<file path="config.mk">
export PLATFORM = sky130hd
export DESIGN_NAME = mux4_sel_reg_flat
export DESIGN_NICKNAME = d
export VERILOG_FILES = /design/src/rtl/mux4_sel_reg_if.sv /design/src/rtl/mux4_sel_reg.sv /design/src/flat_wrapper.sv
export SDC_FILE = /design/constraint.sdc
export NUM_CORES = 1
export LEC_CHECK = 0
export BUFFER_PORTS_ARGS = -buffer_cell sky130_fd_sc_hd__buf_2
export CORE_AREA = 2 2 39 41
export CTS_CLUSTER_DIAMETER = 200
export CTS_CLUSTER_SIZE = 20
export DETAILED_ROUTE_END_ITERATION = 10
export DIE_AREA = 0 0 41 43
export GPL_TIMING_DRIVEN = 0
export PLACE_DENSITY_LB_ADDON = 0.05
export SLEW_MARGIN = 20
export SYNTH_ARGS = -nofsm -noshare
export SYNTH_HDL_FRONTEND = slang
export SYNTH_SLANG_ARGS = --single-unit
</file>
<file path="constraint.sdc">
create_clock -name clk -period 1.2 [get_ports clk]
set_input_delay 0.24 -clock clk [delete_from_list [all_inputs] [get_ports clk]]
set_output_delay 0.24 -clock clk [all_outputs]
set_load 0.01 [all_outputs]
</file>
<file path="src/rtl/mux4_sel_reg_if.sv">
// Signal bundle for the four-way selector: packed data, select code, load
// enable, and the combinational and registered results.
interface mux4_sel_reg_if #(
  parameter int WIDTH = 1
);
  logic [4*WIDTH-1:0] in;
  logic [1:0]         sel;
  logic               en;
  logic [WIDTH-1:0]   out;
  logic [WIDTH-1:0]   out_q;
  logic [1:0]         sel_q;

  modport master (
    output in, sel, en,
    input  out, out_q, sel_q
  );

  modport slave (
    input  in, sel, en,
    output out, out_q, sel_q
  );
endinterface

</file>
<file path="src/rtl/mux4_sel_reg.sv">
// Four-input selector with a zero-latency output and an enable-gated
// registered copy of the selected data and select code.
module mux4_sel_reg #(
  parameter int WIDTH = 1
) (
  input  logic           clk,
  input  logic           rst,
  mux4_sel_reg_if.slave  bus
);

  logic [WIDTH-1:0] slice [4];
  logic [WIDTH-1:0] sel_data;
  logic [WIDTH-1:0] data_q, data_d;
  logic [1:0]       sel_cap_q, sel_cap_d;

  generate
    for (genvar gi = 0; gi < 4; gi++) begin : g_slice
      assign slice[gi] = bus.in[gi*WIDTH +: WIDTH];
    end
  endgenerate

  // Unknown select codes deliberately produce X rather than falling back to input 0.
  always_comb begin
    sel_data = 'x;
    case (bus.sel)
      2'b00:   sel_data = slice[0];
      2'b01:   sel_data = slice[1];
      2'b10:   sel_data = slice[2];
      2'b11:   sel_data = slice[3];
      default: sel_data = 'x;
    endcase
  end

  always_comb begin
    data_d    = data_q;
    sel_cap_d = sel_cap_q;
    if (bus.en) begin
      data_d    = sel_data;
      sel_cap_d = bus.sel;
    end
  end

  always_ff @(posedge clk or posedge rst) begin
    if (rst) begin
      data_q    <= '0;
      sel_cap_q <= 2'b00;
    end else begin
      data_q    <= data_d;
      sel_cap_q <= sel_cap_d;
    end
  end

  assign bus.out   = sel_data;
  assign bus.out_q = data_q;
  assign bus.sel_q = sel_cap_q;

endmodule

</file>
<file path="src/flat_wrapper.sv">
// flat-port wrapper written by rule: the top's interface ports become plain ports
module mux4_sel_reg_flat 
#(
  parameter int WIDTH = 1
)
  (clk, rst, bus_in, bus_sel, bus_en, bus_out, bus_out_q, bus_sel_q);
  mux4_sel_reg_if #(.WIDTH(WIDTH)) bus_i ();
  input  logic clk;
  input  logic rst;
  input wire logic [$bits(bus_i.in)-1:0] bus_in;
  input wire logic [$bits(bus_i.sel)-1:0] bus_sel;
  input wire logic [$bits(bus_i.en)-1:0] bus_en;
  output wire logic [$bits(bus_i.out)-1:0] bus_out;
  output wire logic [$bits(bus_i.out_q)-1:0] bus_out_q;
  output wire logic [$bits(bus_i.sel_q)-1:0] bus_sel_q;
  assign bus_i.in = bus_in;
  assign bus_i.sel = bus_sel;
  assign bus_i.en = bus_en;
  assign bus_out = bus_i.out;
  assign bus_out_q = bus_i.out_q;
  assign bus_sel_q = bus_i.sel_q;
  mux4_sel_reg #(.WIDTH(WIDTH)) u_core (.clk(clk), .rst(rst), .bus(bus_i));
endmodule
</file>
==> metrics.csv, run 1 <==
metric;value;unit
detail_route.wl_per_cell;8.77;um
max_stage_delay;0.25;ns
fin_crit_sh;0.907;
yosys.area.top_type_share;0.488;
die_x;41;um
ys_seq_area_frac;0.488;
crit_buf_inv;2;
skew;0;ns
cp_top_family;multiplexers;
ys_seq_elements;3;
io_pins;13;
netlist_instances;14;
cts.clk_slew.worst_paths;0.03;ns
area_delta_synth_final;75.6;%
ys_types;8;
yosysTopAreaCell;dfrtp_1;
coreArea;0.00138;mm^2
cts_root_buf;clkbuf_4;
path_class;primary input to primary output;
layout.cells.non_filler;47;
period_minus_slack;1.09;ns
dp.cells;42;
finalSetupViolCount;0;
die-height;43;um
cts.repair_timing.setup_buffer_count;0;
num_vias;160;
p_switching;0.0853;mW
hold_class;primary input to register;
start_util;0.111;
hold-worst-slack;0.290;ns
crit_path_start_kind;primary input;
drc;0;
status;finished, final reports clean;
arrival;0.85;ns
cts-buffers-inserted;3;
antenna_found_initial;0;
clock_latency;0.23;ns
ctsLongestPathBuffers;2;
synth_nets;23;
design_area;270;um^2
cap_violations;0;
setup_tns;0;ns
routed_wl;412;um
grt_max_degree;6;
syn_area;154;um^2
pwr-share-clk;0.490;
seqPwrFrac;0.329;
relSlewSlack;0.861;
grt_pass1_wl;703;um
drt-initial-drc-count;0;
swShare;0.240;
slowest_stage;mux2i_1;
ant_nets;0;
grt_usage;0.0664;
syn_area_per_cell;11.0;um^2
power_leakage;0.144;nW
final-hold-violation-count;0;
io_buffers;12;
htreeDepth;1;
fmax;918;MHz
crit_chain;buf_2 -> mux2i_1 -> mux2i_1 -> buf_2;
power_density;1320;mW/mm^2
dieArea;0.00176;mm^2
cts.sinks;3;
cts_tree;built;
drive_gt1_frac;0.516;
overflow;0;
finalNetCount;41;
max_slew.worst_pin.slew;0.202;ns
p_int;0.271;mW
rows;14;
ir_drop;398;uV
ctsResizeCount;0;
final_max_slew_viol_count;0;
ctsHoldBuffers;1;
diodes;0;
synth_area_leaders;dfrtp_1, mux2i_1, nand2b_1, mux2_2, o221ai_1;
crit_path_max_fanout;3;
crit_required;0.96;ns
viasPerCell;3.40;
grt_pass1_vias;179;
critPathCaptureType;primary output;
power_frac_comb;0.181;
placed_area;234;um^2
gp_congestion;0.616;
firstDrtPassIters;1;
grt_setup_unrepaired;no;
yosysWarnings;0;
## sequential cells by signal (all words and copies together) (netlist names)
name and cells:
u_core.bus.out_q 1, u_core.bus.sel_q 2
## Yosys cell counts, drive strengths merged
library cell / number
dfrtp: 3
inv: 2
nand2: 1
nand2b: 2
o221ai: 1
mux2i: 3
mux2: 1
o21ai: 1
## per-stage QoR
stage,util,total power [mW],setup slack (ns)
2_1_floorplan,-,0.148,0.378
3_3_place_gp,0.169,0.182,0.116
3_5_place_dp,0.169,0.183,0.0986
4_1_cts,0.195,0.371,0.0986
5_1_grt,0.195,0.386,0.0274
6_report,0.195,0.356,0.111
## placed cells by master, fill, tap and decap left out, drive strengths merged
cell         synthesis  layout
dlygate4sd3          0       1
clkbuf               0       4
mux2i                3       3
buf                  0      12
inv                  2       2
o21ai                1       1
o221ai               1       1
mux2                 1       1
nand2                1       1
dfrtp                3       3
nand2b               2       2
## area by class of cell
| type | count | area (um^2) |
|---|---|---|
| Fill cell | 170 | 1110 |
| Sequential cell | 3 | 75.1 |
| Multi-Input combinational cell | 9 | 71.3 |
| Timing Repair Buffer | 13 | 70.1 |
| Clock buffer | 4 | 26.3 |
| Tap cell | 16 | 20.0 |
| Inverter | 2 | 7.51 |
## routing by layer
metal	vias up	share of wire	global-route usage
met5	-	0	0
met4	0	0.024	0.100
met3	2	0.080	0.0157
met2	5	0.55	0.0906
met1	71	0.34	0.0615
li1	82	-	-
## worst paths after layout
check,start,end,slack (ns),cells past startpoint
max,bus_sel[1],bus_out,0.11,4
min,bus_en,u_core.bus.sel_q[0]$_DFFE_PP0P_,0.29,2
max reg2reg,u_core.bus.sel_q[1]$_DFFE_PP0P_,u_core.bus.sel_q[1]$_DFFE_PP0P_,0.47,1
min reg2reg,u_core.bus.sel_q[1]$_DFFE_PP0P_,u_core.bus.sel_q[1]$_DFFE_PP0P_,0.50,1
max in group asynchronous,rst,u_core.bus.sel_q[0]$_DFFE_PP0P_,0.66,3
min in group asynchronous,rst,u_core.bus.sel_q[1]$_DFFE_PP0P_,0.41,3
## power groups by stage
stage                     logic, mW  registers [mW]  clock network (mW)
after floorplan              0.0234           0.124                   0
after global placement       0.0637           0.118                   0
after detailed placement     0.0640           0.119                   0
after CTS                    0.0664           0.118               0.187
after global routing         0.0735           0.118               0.194
final                        0.0645           0.117               0.175
## logic make-up after synthesis
kind of cell | Yosys count | synth area share
AOI/OAI and AO/OA | 2 | 0.0894
DFF | 3 | 0.488
buffers and inverters | 2 | 0.0488
muxes | 4 | 0.268
and+or+nand+nor | 3 | 0.106
Power figures use the tool's default switching activity.
==> inputs of run 2 (changes only) <==
--- a/config.mk
+++ b/config.mk
@@ -5,6 +5,7 @@
 export SDC_FILE = /design/constraint.sdc
 export NUM_CORES = 1
 export LEC_CHECK = 0
+export ABC_AREA = 1
 export BUFFER_PORTS_ARGS = -buffer_cell sky130_fd_sc_hd__buf_2
 export CORE_AREA = 2 2 39 41
 export CTS_CLUSTER_DIAMETER = 200
@@ -12,8 +13,9 @@
 export DETAILED_ROUTE_END_ITERATION = 10
 export DIE_AREA = 0 0 41 43
 export GPL_TIMING_DRIVEN = 0
+export HOLD_SLACK_MARGIN = 0.1
 export PLACE_DENSITY_LB_ADDON = 0.05
-export SLEW_MARGIN = 20
+export SLEW_MARGIN = 5
 export SYNTH_ARGS = -nofsm -noshare
 export SYNTH_HDL_FRONTEND = slang
 export SYNTH_SLANG_ARGS = --single-unit
==> metrics.csv, run 2 <==
metric;value;unit
status;finished, final reports clean;
drc;0;
arrival;0.80;ns
crit_required;0.96;ns
grt_max_degree;6;
layout_common_cells;buf_2, nand2_1, inv_1, clkbuf_4, dfrtp_1;
path_class;primary input to primary output;
cpMostUsedCell;buf_2;
ff2ff_path_depth;2;
fin_crit_sh;0.866;
relSlewSlack;0.919;
diodes;0;
synth_area_leaders;dfrtp_1, nand2_1, nand3_2, inv_1, o21ai_0;
finalNetCount;48;
crit_chain;buf_2 -> inv_1 -> nand3_2 -> and2_1 -> buf_2;
crit_path_start;bus_sel[1];
async_flop_share;1.00;
synthTopCellsByCount;nand2_1, dfrtp_1, inv_1;
yosys.area.top_type_share;0.458;
hold_class;primary input to register;
clock_latency;0.23;ns
final_max_slew_viol_count;0;
setup.worst_path.end;bus_out;
num_vias;184;
synth_nets;30;
htreeDepth;1;
cts-buffers-inserted;3;
power_leakage;0.159;nW
antenna_found_initial;0;
dieArea;0.00176;mm^2
crit_path_start_kind;primary input;
viasPerCell;3.41;
period_minus_slack;1.04;ns
synth-edff-count;0;
start_util;0.118;
drive_gt1_frac;0.500;
final_common_cell;buf_2;
cts_tree;built;
detail_route.wl_per_cell;7.93;um
largest_register_ffs;2;
cts_root_buf;clkbuf_4;
cts.clk_slew.worst_paths;0.03;ns
max_stage_delay;0.16;ns
crit_path_max_fanout;2;
cts.repair_timing.setup_buffer_count;0;
syn_area;164;um^2
fmax;963;MHz
netlist_instances;21;
ys_types;9;
r2r-end;u_core.bus.sel_q[1]$_DFFE_PP0P_;
reg2reg_from;u_core.bus.sel_q[1]$_DFFE_PP0P_;
grt_usage;0.0735;
slowest_stage;and2_1;
grt_setup_unrepaired;no;
syn_area_per_cell;7.81;um^2
yosysWarnings;0;
firstDrtPassIters;4;
coreArea;0.00138;mm^2
grt_pass1_vias;173;
final-hold-violation-count;0;
ctsResizeCount;0;
drt-initial-drc-count;3;
ys_seq_elements;3;
rows;14;
cts.sinks;3;
ir_drop;241;uV
grt_pass1_wl;690;um
area_delta_synth_final;71.0;%
yosysTopAreaCell;dfrtp_1;
die-height;43;um
finalSetupViolCount;0;
ctsLongestPathBuffers;2;
io_pins;13;
routed_wl;428;um
synth.most_common_cell;nand2_1;
skew;0;ns
gp_congestion;0.608;
io_buffers;12;
reg2reg_slack;0.58;ns
die_x;41;um
utilization;0.203;
ant_nets;0;
setup_tns;0;ns
power_density;1280;mW/mm^2
ys_seq_area_frac;0.458;
max_slew.worst_pin.slew;0.120;ns
critPathCaptureType;primary output;
ys.flop_type;dfrtp_1;
overflow;0;
cap_violations;0;
## run 2: where the power goes
group          leakage, nW  total [mW]  internal [mW]  switching, mW
logic                0.107      0.0643         0.0311         0.0332
clock network       0.0150       0.177          0.125         0.0526
registers           0.0365       0.117          0.112        0.00513
## run 2: worst min-delay path by stage
| stage | cells after the start | start | endpoint |
|---|---|---|---|
| after detailed placement | 2 | rst | u_core.bus.sel_q[0]$_DFFE_PP0P_ |
| after floorplan | 1 | rst | u_core.bus.out_q$_DFFE_PP0P_ |
| after CTS | 3 | bus_en | u_core.bus.out_q$_DFFE_PP0P_ |
| after global routing | 3 | bus_en | u_core.bus.out_q$_DFFE_PP0P_ |
| final | 3 | bus_en | u_core.bus.out_q$_DFFE_PP0P_ |
| after global placement | 2 | rst | u_core.bus.sel_q[0]$_DFFE_PP0P_ |
## run 2: logic make-up (layout without fill, tap and decap cells)
kind of cell | after synthesis | in the layout | synth area share
buffers and inverters | 4 | 21 | 0.0916
and+or+nand+nor | 12 | 12 | 0.389
DFF | 3 | 3 | 0.458
AOI/OAI and AO/OA | 2 | 2 | 0.0611
## run 2: critical path, delay by kind of cell
| family | cells | cell delay [ns] |
|---|---|---|
| AND/OR/NAND/NOR | 2 | 0.24 |
| buffers and inverters | 3 | 0.32 |
## run 2: timing repair
action                                 in CTS  in global routing
endpoints found under the hold margin       3                  0
setup endpoints to repair                   0                  0
hold buffers                                1                  0
## run 2: routing by layer
metal	track usage	routed length (um)	up-vias
li1	-	-	97
met1	0.0747	168	69
met2	0.0719	182	14
met3	0.0314	38	4
met4	0.140	38	0
met5	0	0	-
## run 2: through the flow
step | setup slack [ns] | instances | hold WS (ns) | power [mW] | cell area, um^2
4_1_cts | 0.156 | 54 | 0.252 | 0.369 | 280
3_5_place_dp | 0.161 | 49 | 0.114 | 0.181 | 244
2_1_floorplan | 0.413 | 21 | -0.00636 | 0.149 | 164
6_report | 0.161 | 54 | 0.256 | 0.358 | 280
5_1_grt | 0.100 | 54 | 0.257 | 0.399 | 280
3_3_place_gp | 0.165 | 49 | 0.115 | 0.181 | 244
## run 2: final cells by class
| type | count | area [um^2] |
|---|---|---|
| fill | 173 | 1100 |
| sequential | 3 | 75.1 |
| multi-input combinational | 14 | 73.8 |
| timing repair buffer | 13 | 70.1 |
| clock buffer | 4 | 26.3 |
| tap | 16 | 20.0 |
| inverter | 4 | 15.0 |
